$ cat src/rtl/mem_port_arbiter.sv
// Shares one single-ported, variable-latency memory between instruction fetch and
// data access, one outstanding transaction at a time, with per-requester stalls.
module mem_port_arbiter #(
  parameter int unsigned MAX_DATA_STREAK = 4
) (
  input  logic        clk,
  input  logic        reset,
  input  logic        if_req,
  input  logic [63:0] if_addr,
  output logic [31:0] if_rdata,
  output logic        if_rvalid,
  output logic        if_stall,
  input  logic        d_req,
  input  logic        d_we,
  input  logic [63:0] d_addr,
  input  logic [63:0] d_wdata,
  input  logic [2:0]  d_funct3,
  output logic [63:0] d_rdata,
  output logic        d_rvalid,
  output logic        d_stall,
  output logic        mem_req,
  output logic        mem_we,
  output logic [63:0] mem_addr,
  output logic [63:0] mem_wdata,
  output logic [2:0]  mem_funct3,
  input  logic        mem_gnt,
  input  logic        mem_rvalid,
  input  logic [63:0] mem_rdata
);
  typedef enum logic [1:0] {IDLE, REQ, WAIT} state_t;
  typedef enum logic {OWN_IF, OWN_D} owner_t;

  localparam logic [3:0] MAX_STREAK = 4'(MAX_DATA_STREAK);

  state_t      state_q, state_d;
  owner_t      owner_q, owner_d;
  logic [3:0]  streak_q, streak_d;
  logic        sel_q, sel_d;
  logic        mem_req_q, mem_req_d;
  logic        mem_we_q, mem_we_d;
  logic [63:0] mem_addr_q, mem_addr_d;
  logic [63:0] mem_wdata_q, mem_wdata_d;
  logic [2:0]  mem_funct3_q, mem_funct3_d;
  logic        grant_if, grant_d, wait_done;

  always_comb begin
    state_d      = state_q;
    owner_d      = owner_q;
    streak_d     = streak_q;
    sel_d        = sel_q;
    mem_req_d    = mem_req_q;
    mem_we_d     = mem_we_q;
    mem_addr_d   = mem_addr_q;
    mem_wdata_d  = mem_wdata_q;
    mem_funct3_d = mem_funct3_q;
    grant_if     = 1'b0;
    grant_d      = 1'b0;
    case (state_q)
      IDLE: begin
        grant_if = if_req && (!d_req || streak_q == MAX_STREAK);
        grant_d  = d_req && !grant_if;
        if (grant_if) begin
          state_d      = REQ;
          owner_d      = OWN_IF;
          mem_req_d    = 1'b1;
          mem_we_d     = 1'b0;
          mem_addr_d   = {if_addr[63:3], 3'b000};
          mem_funct3_d = 3'b010;
          sel_d        = if_addr[2];
          streak_d     = 4'd0;
        end else if (grant_d) begin
          state_d      = REQ;
          owner_d      = OWN_D;
          mem_req_d    = 1'b1;
          mem_we_d     = d_we;
          mem_addr_d   = d_addr;
          mem_wdata_d  = d_wdata;
          mem_funct3_d = d_funct3;
          if (!if_req)                     streak_d = 4'd0;
          else if (streak_q != MAX_STREAK) streak_d = streak_q + 4'd1;
        end
      end
      REQ: begin
        // Once memory has accepted, the response must be drained even if the
        // fetch is flushed in that same cycle; WAIT then discards it.
        if (mem_gnt) begin
          mem_req_d = 1'b0;
          state_d   = WAIT;
        end else if (owner_q == OWN_IF && !if_req) begin
          mem_req_d = 1'b0;
          state_d   = IDLE;
        end
      end
      WAIT: if (mem_rvalid) state_d = IDLE;
      default: state_d = IDLE;
    endcase
  end

  always_ff @(posedge clk) begin
    if (reset) begin
      state_q      <= IDLE;
      owner_q      <= OWN_D;
      streak_q     <= 4'd0;
      sel_q        <= 1'b0;
      mem_req_q    <= 1'b0;
      mem_we_q     <= 1'b0;
      mem_addr_q   <= 64'd0;
      mem_wdata_q  <= 64'd0;
      mem_funct3_q <= 3'd0;
    end else begin
      state_q      <= state_d;
      owner_q      <= owner_d;
      streak_q     <= streak_d;
      sel_q        <= sel_d;
      mem_req_q    <= mem_req_d;
      mem_we_q     <= mem_we_d;
      mem_addr_q   <= mem_addr_d;
      mem_wdata_q  <= mem_wdata_d;
      mem_funct3_q <= mem_funct3_d;
    end
  end

  // A flushed fetch still completes on the bus, but its response is dropped here.
  assign wait_done  = !reset && state_q == WAIT && mem_rvalid;
  assign if_rvalid  = wait_done && owner_q == OWN_IF && if_req;
  assign d_rvalid   = wait_done && owner_q == OWN_D;
  assign if_stall   = !reset && if_req && !if_rvalid;
  assign d_stall    = !reset && d_req && !d_rvalid;
  assign if_rdata   = sel_q ? mem_rdata[63:32] : mem_rdata[31:0];
  assign d_rdata    = mem_rdata;
  assign mem_req    = mem_req_q;
  assign mem_we     = mem_we_q;
  assign mem_addr   = mem_addr_q;
  assign mem_wdata  = mem_wdata_q;
  assign mem_funct3 = mem_funct3_q;

  a_d_req_held: assert property (@(posedge clk) disable iff (reset)
    (state_q != IDLE && owner_q == OWN_D) |-> d_req);
endmodule
$ cat config.mk
export PLATFORM = sky130hd
export DESIGN_NAME = mem_port_arbiter
export DESIGN_NICKNAME = d
export VERILOG_FILES = /design/src/rtl/mem_port_arbiter.sv
export SDC_FILE = /design/constraint.sdc
export NUM_CORES = 1
export LEC_CHECK = 0
export BUFFER_PORTS_ARGS = -buffer_cell sky130_fd_sc_hd__buf_2
export CORE_AREA = 3 3 190 192
export DETAILED_ROUTE_END_ITERATION = 6
export DIE_AREA = 0 0 193 195
export SLEW_MARGIN = 40
export SYNTH_ARGS = -nofsm -noshare
export SYNTH_HDL_FRONTEND = slang
export SYNTH_SLANG_ARGS = --single-unit
$ cat constraint.sdc
create_clock -name clk -period 1.75 [get_ports clk]
set_input_delay 0.0875 -clock clk [delete_from_list [all_inputs] [get_ports clk]]
set_output_delay 0.0875 -clock clk [all_outputs]
set_load 0.005 [all_outputs]
## Word-level counts from Yosys, hierarchy flattened

Cells that the tools add are included.

- Register bits after elaboration: 141
- Output and inout port bits: 233

- Add/subtract/negate cells: 1
- Equality and inequality tests: 8
- Muxes and demuxes: 23
- Bitwise gates (word level): 2
- Reduce and logical (&&, ||, !) cells: 28

Operators with widths:

| kind | number |
|---|---|
| $mux W64 | 2 |
| $mux W32 | 1 |
| $mux W4 | 4 |
| $logic_and A1 B1 Y1 | 12 |
| $reduce_and A3 Y1 | 4 |
| $mux W2 | 5 |
| $mux W1 | 7 |
| $logic_not A1 Y1 | 6 |
| $mux W3 | 2 |
| $ne A3 B3 Y1 const B | 2 |
| $pmux W2 S3 | 1 |
| $add A4 B1 Y4 const B | 1 |
| $eq A4 B3 Y1 const B | 1 |
| $ne A4 B3 Y1 const B | 1 |
| $reduce_and A2 Y1 | 2 |
| $reduce_bool A2 Y1 | 2 |
| $ne A3 B1 Y1 const B | 1 |
| $eq A2 B1 Y1 const B | 1 |
| $eq A2 B2 Y1 const B | 1 |
| $logic_not A2 Y1 | 1 |
| $ne A2 B2 Y1 const B | 1 |
| $not A1 Y1 | 2 |
| $pmux W1 S2 | 1 |
| $logic_or A1 B1 Y1 | 1 |

## Longest topological paths before layout

- Word-level depth: 8
- Gate-level depth with buffers: 8
- Depth with buffers taken out: 6

## Worst setup path before layout

Ideal clock, no wire load.

- Path kind: register to register
- Start: register streak_q[0]
- End: register mem_addr_q[3], in the netlist mem_addr[3]
- Arrival: 1.494 ns
- Setup slack: 0.171 ns
- Stages on the path, launching flop included: 9
- Path buffers: 2
- Period minus slack after synthesis: 1.579 ns
- Path through: dfxtp_1 > inv_1 > ha_1 > nand4b_1 > a21boi_2 > buf_4 > buf_4 > nand2_1 > a211oi_1

- Cells in the longest elaborated chain, start to end: 7
- Elaborated cells on any way between the ends: 8
- Classes of those cells: eq/ne (1); mux (1); reduce/logical (6)

RTL lines:

| element | RTL line | source |
|---|---|---|
| start, declared | 37 | `logic [3:0] streak_q, streak_d;` |
| start signal, assigned | 113 | `streak_q <= streak_d;` |
| $eq A4 B3 Y1 (*) | 60 | `grant_if = if_req && (!d_req \|\| streak_q == MAX_STREAK);` |
| $logic_or A1 B1 Y1 (*) | 60 |  |
| $logic_and A1 B1 Y1 (*) | 60 |  |
| $logic_not A1 Y1 | 61 | `grant_d = d_req && !grant_if;` |
| $logic_and A1 B1 Y1 | 61 |  |
| $reduce_bool A2 Y1 (no source line) | n/a |  |
| $reduce_and A2 Y1 (no source line) | n/a |  |
| end signal, assigned | 117 | `mem_addr_q <= mem_addr_d;` |
| end, declared | 41 | `logic [63:0] mem_addr_q, mem_addr_d;` |

Every way passes the cells marked *; elsewhere a longest branch is shown, timed or not.
A chain may end at the register's enable or synchronous reset.

## Worst setup path after layout

- Start: register streak_q[0]
- End: register mem_addr_q[28], in the netlist mem_addr[28]

The elaborated chain is that of the path after synthesis.

==> metrics.yaml <==
cells_and_area:
  regArea_mm2: 0.00282
  layout_commonest_cell: "buf_2"
  n_fill_cell: 3423
  final_nets: 1707
  fin_cells: 1908
  area_growth_pct: 85.3
  final_area_mm2: 0.0119
  multi_input_area_mm2: 0.00287
  drive_above_1_share_pct: 42.8
  fin_util_pct: 34.4
  final_cell_mix: "buf_2, nand2_1, dlygate4sd3_1"
sta:
  setup_viol: 0
  hold_viol: 0
  rsz0062_at_grt: "yes"
  worst_slew_pin_slew_ns: 0.520
  hold_ws_ns: 0.0413
  slew_headroom_pct: 65.2
  clock.fmax_ghz: 0.584
  finClkSkew_ns: 0.0139
  period_share_pct: 97.9
  slew_violations: 0
  final.min_clock_period_ns: 1.71
drt:
  wirelength_mm: 30.5
  first_iter_violations: 388
  drt-wirelength-per-cell_um: 16.0
  firstDrtPassIters: 5
  vias_per_cell: 4.31
  vias: 8231
  drc: 0
  ant_nets: 0
synthesis:
  synth_cells: 814
  yosysUniqueCellTypes: 29
  synth_top_area_share_pct: 44.0
  synth_top_cell_by_area: "dfxtp_1"
  ys_seq_area_share_pct: 44.0
  ys_warn_count: 0
  synthTopCellsByArea: "dfxtp_1, nand2_1, a21oi_1, buf_4, a211oi_1"
  synth.cell_area_mm2: 0.00641
  postSynthAreaPerCell_um2: 7.87
  syn_nets: 1082
  ys_ff_latch: 141
floorplanning:
  fp.dieArea_mm2: 0.0376
  fp.dieH_um: 195
  num_rows: 68
  start_util_pct: 18.6
  coreArea_mm2: 0.0345
  pin_count: 499
  die_w_um: 193
global_route:
  grt_pass1_vias: 8143
  grt_start_max_net_pins: 72
  grt-ovfl-total: 0
  antenna_found_initial: 3
  grt_pass1_wl_mm: 43.4
  gr-usage-all-layers_pct: 14.7
placement:
  dpl_cell_area_mm2: 0.00919
  globalplace.congestion: 0.919
  numPortBuffers: 496
  dp_hpwl_mm: 19.9
  place_inst: 1675
run:
  drv_cap: 0
clock_tree:
  clockBufferDepth: 2
  clockRootBuffer: "clkbuf_16"
  clkSinkCount: 141
  path_clk_slew_ns: 0.06
  cts-buffers-inserted: 17
  insertion_delay_ns: 0.43
  htreeDepth: 4
  cts_tree: "built"
worst_setup_path:
  crit_path_end_kind: "flip-flop"
  required_ns: 2.09
  crit_path_start_kind: "flip-flop"
  critPathArrivalTime_ns: 2.05
  critPathKind: "flip-flop to flip-flop"
  worst-path-max-fanout: 12
outcome:
  outcome: "finished clean"
pwr:
  cellPowerDensity_mw_per_mm2: 836
  power.total_mw: 9.93
  peakVddDrop_mv: 0.726
  leakagePower_nw: 5.70
worst_hold_path:
  hold_class: "input pin to flip-flop"
## metrics by stage
stage          setup WS [ns]  setup TNS, ns
2_1_floorplan          0.171              0
3_3_place_gp           0.114              0
3_5_place_dp          0.0676              0
4_1_cts               0.0134              0
5_1_grt              -0.0440         -0.724
6_report              0.0376              0
## logic make-up (layout without fill, tap and decap cells)
logic type               Yosys count  count (layout)  share of synthesized area [%]
AO/OA/AOI/OAI                    207             207                           19.1
buffers and inverters            134             772                           12.3
AND/OR/NAND/NOR                  297             297                           18.4
adder cells (fa/ha/maj)            2               2                          0.390
flip-flops                       141             141                           44.0
multiplexers                      33              33                           5.80
other                              0               1                              0
## Yosys cell counts
cell type and number:
a211oi_1 61, o21a_1 1, a21oi_1 133, o21ai_0 2
a21boi_2 2, buf_2 28, nand2b_1 1, nor3_4 1
nand4b_1 2, a22oi_1 2, nor3b_1 1, nor3_1 7
nor2_1 72, nand3b_1 2, clkbuf_2 1, nor2b_1 1
inv_1 5, o211ai_1 1, nand2_1 198, clkbuf_1 34
nand3_1 10, mux2_2 33, ha_1 2, a31oi_1 2
a311oi_1 2, buf_4 66, and3_1 2, o21bai_1 1
dfxtp_1 141
## layout make-up
class | count | area share, %
Antenna cell | 1 | 0.0211
Sequential cell | 141 | 23.8
Multi-Input combinational cell | 539 | 24.1
Clock buffer | 19 | 3.73
Timing Repair Buffer | 735 | 42.0
Inverter | 5 | 0.158
Clock inverter | 13 | 1.38
Tap cell | 455 | 4.79
## metal layers
layer  track usage [%]  vias up  routed length [um]
met5                 0        -                  13
met4              7.15        2                1050
met3              4.87       63                2690
met2              23.9      422               14200
met1              17.4     3809               12600
li1                  -     3935                   -
## critical path, stage by stage (launching register included)
cell and delay, ns:
dfxtp_1 0.33, inv_1 0.05, ha_1 0.20, nand4b_1 0.14
a21boi_4 0.27, buf_4 0.18, clkbuf_16 0.17, nand2_1 0.08
a211oi_1 0.20
## flip-flops by register name, indices dropped and copies added, names as in the netlist
signal / cells
mem_addr: 64
mem_wdata: 64
streak_q: 4
mem_funct3: 3
state_q: 2
mem_req: 1
mem_we: 1
owner_q: 1
sel_q: 1
## what timing repair did
action / 4_1_cts / 5_1_grt
cloned: 0 / 4
pin swaps: 0 / 1
setup buffers: 0 / 4
gates resized for setup: 3 / 7
setup endpoints to repair: 2 / 51
hold buffers: 192 / 0
hold endpoints to repair: 138 / 0
## final timing paths
path,cells after the start,slack [ns],from,to
worst max-delay path,8,0.04,streak_q[0]$_SDFFE_PP0P_,mem_addr[28]$_SDFFE_PP0P_
worst max register to register,8,0.04,streak_q[0]$_SDFFE_PP0P_,mem_addr[28]$_SDFFE_PP0P_
worst min-delay path,3,0.04,if_addr[39],mem_addr[39]$_SDFFE_PP0P_
worst min register to register,2,0.45,mem_addr[1]$_SDFFE_PP0P_,mem_addr[1]$_SDFFE_PP0P_
## where the power goes
part,total [mW],internal (mW),switching [mW]
sequential,3.66,3.51,0.152
clock,3.80,2.29,1.51
combinational,2.47,1.27,1.20
total,9.93,7.06,2.86
Note: power is estimated with default switching activity, not from simulation.
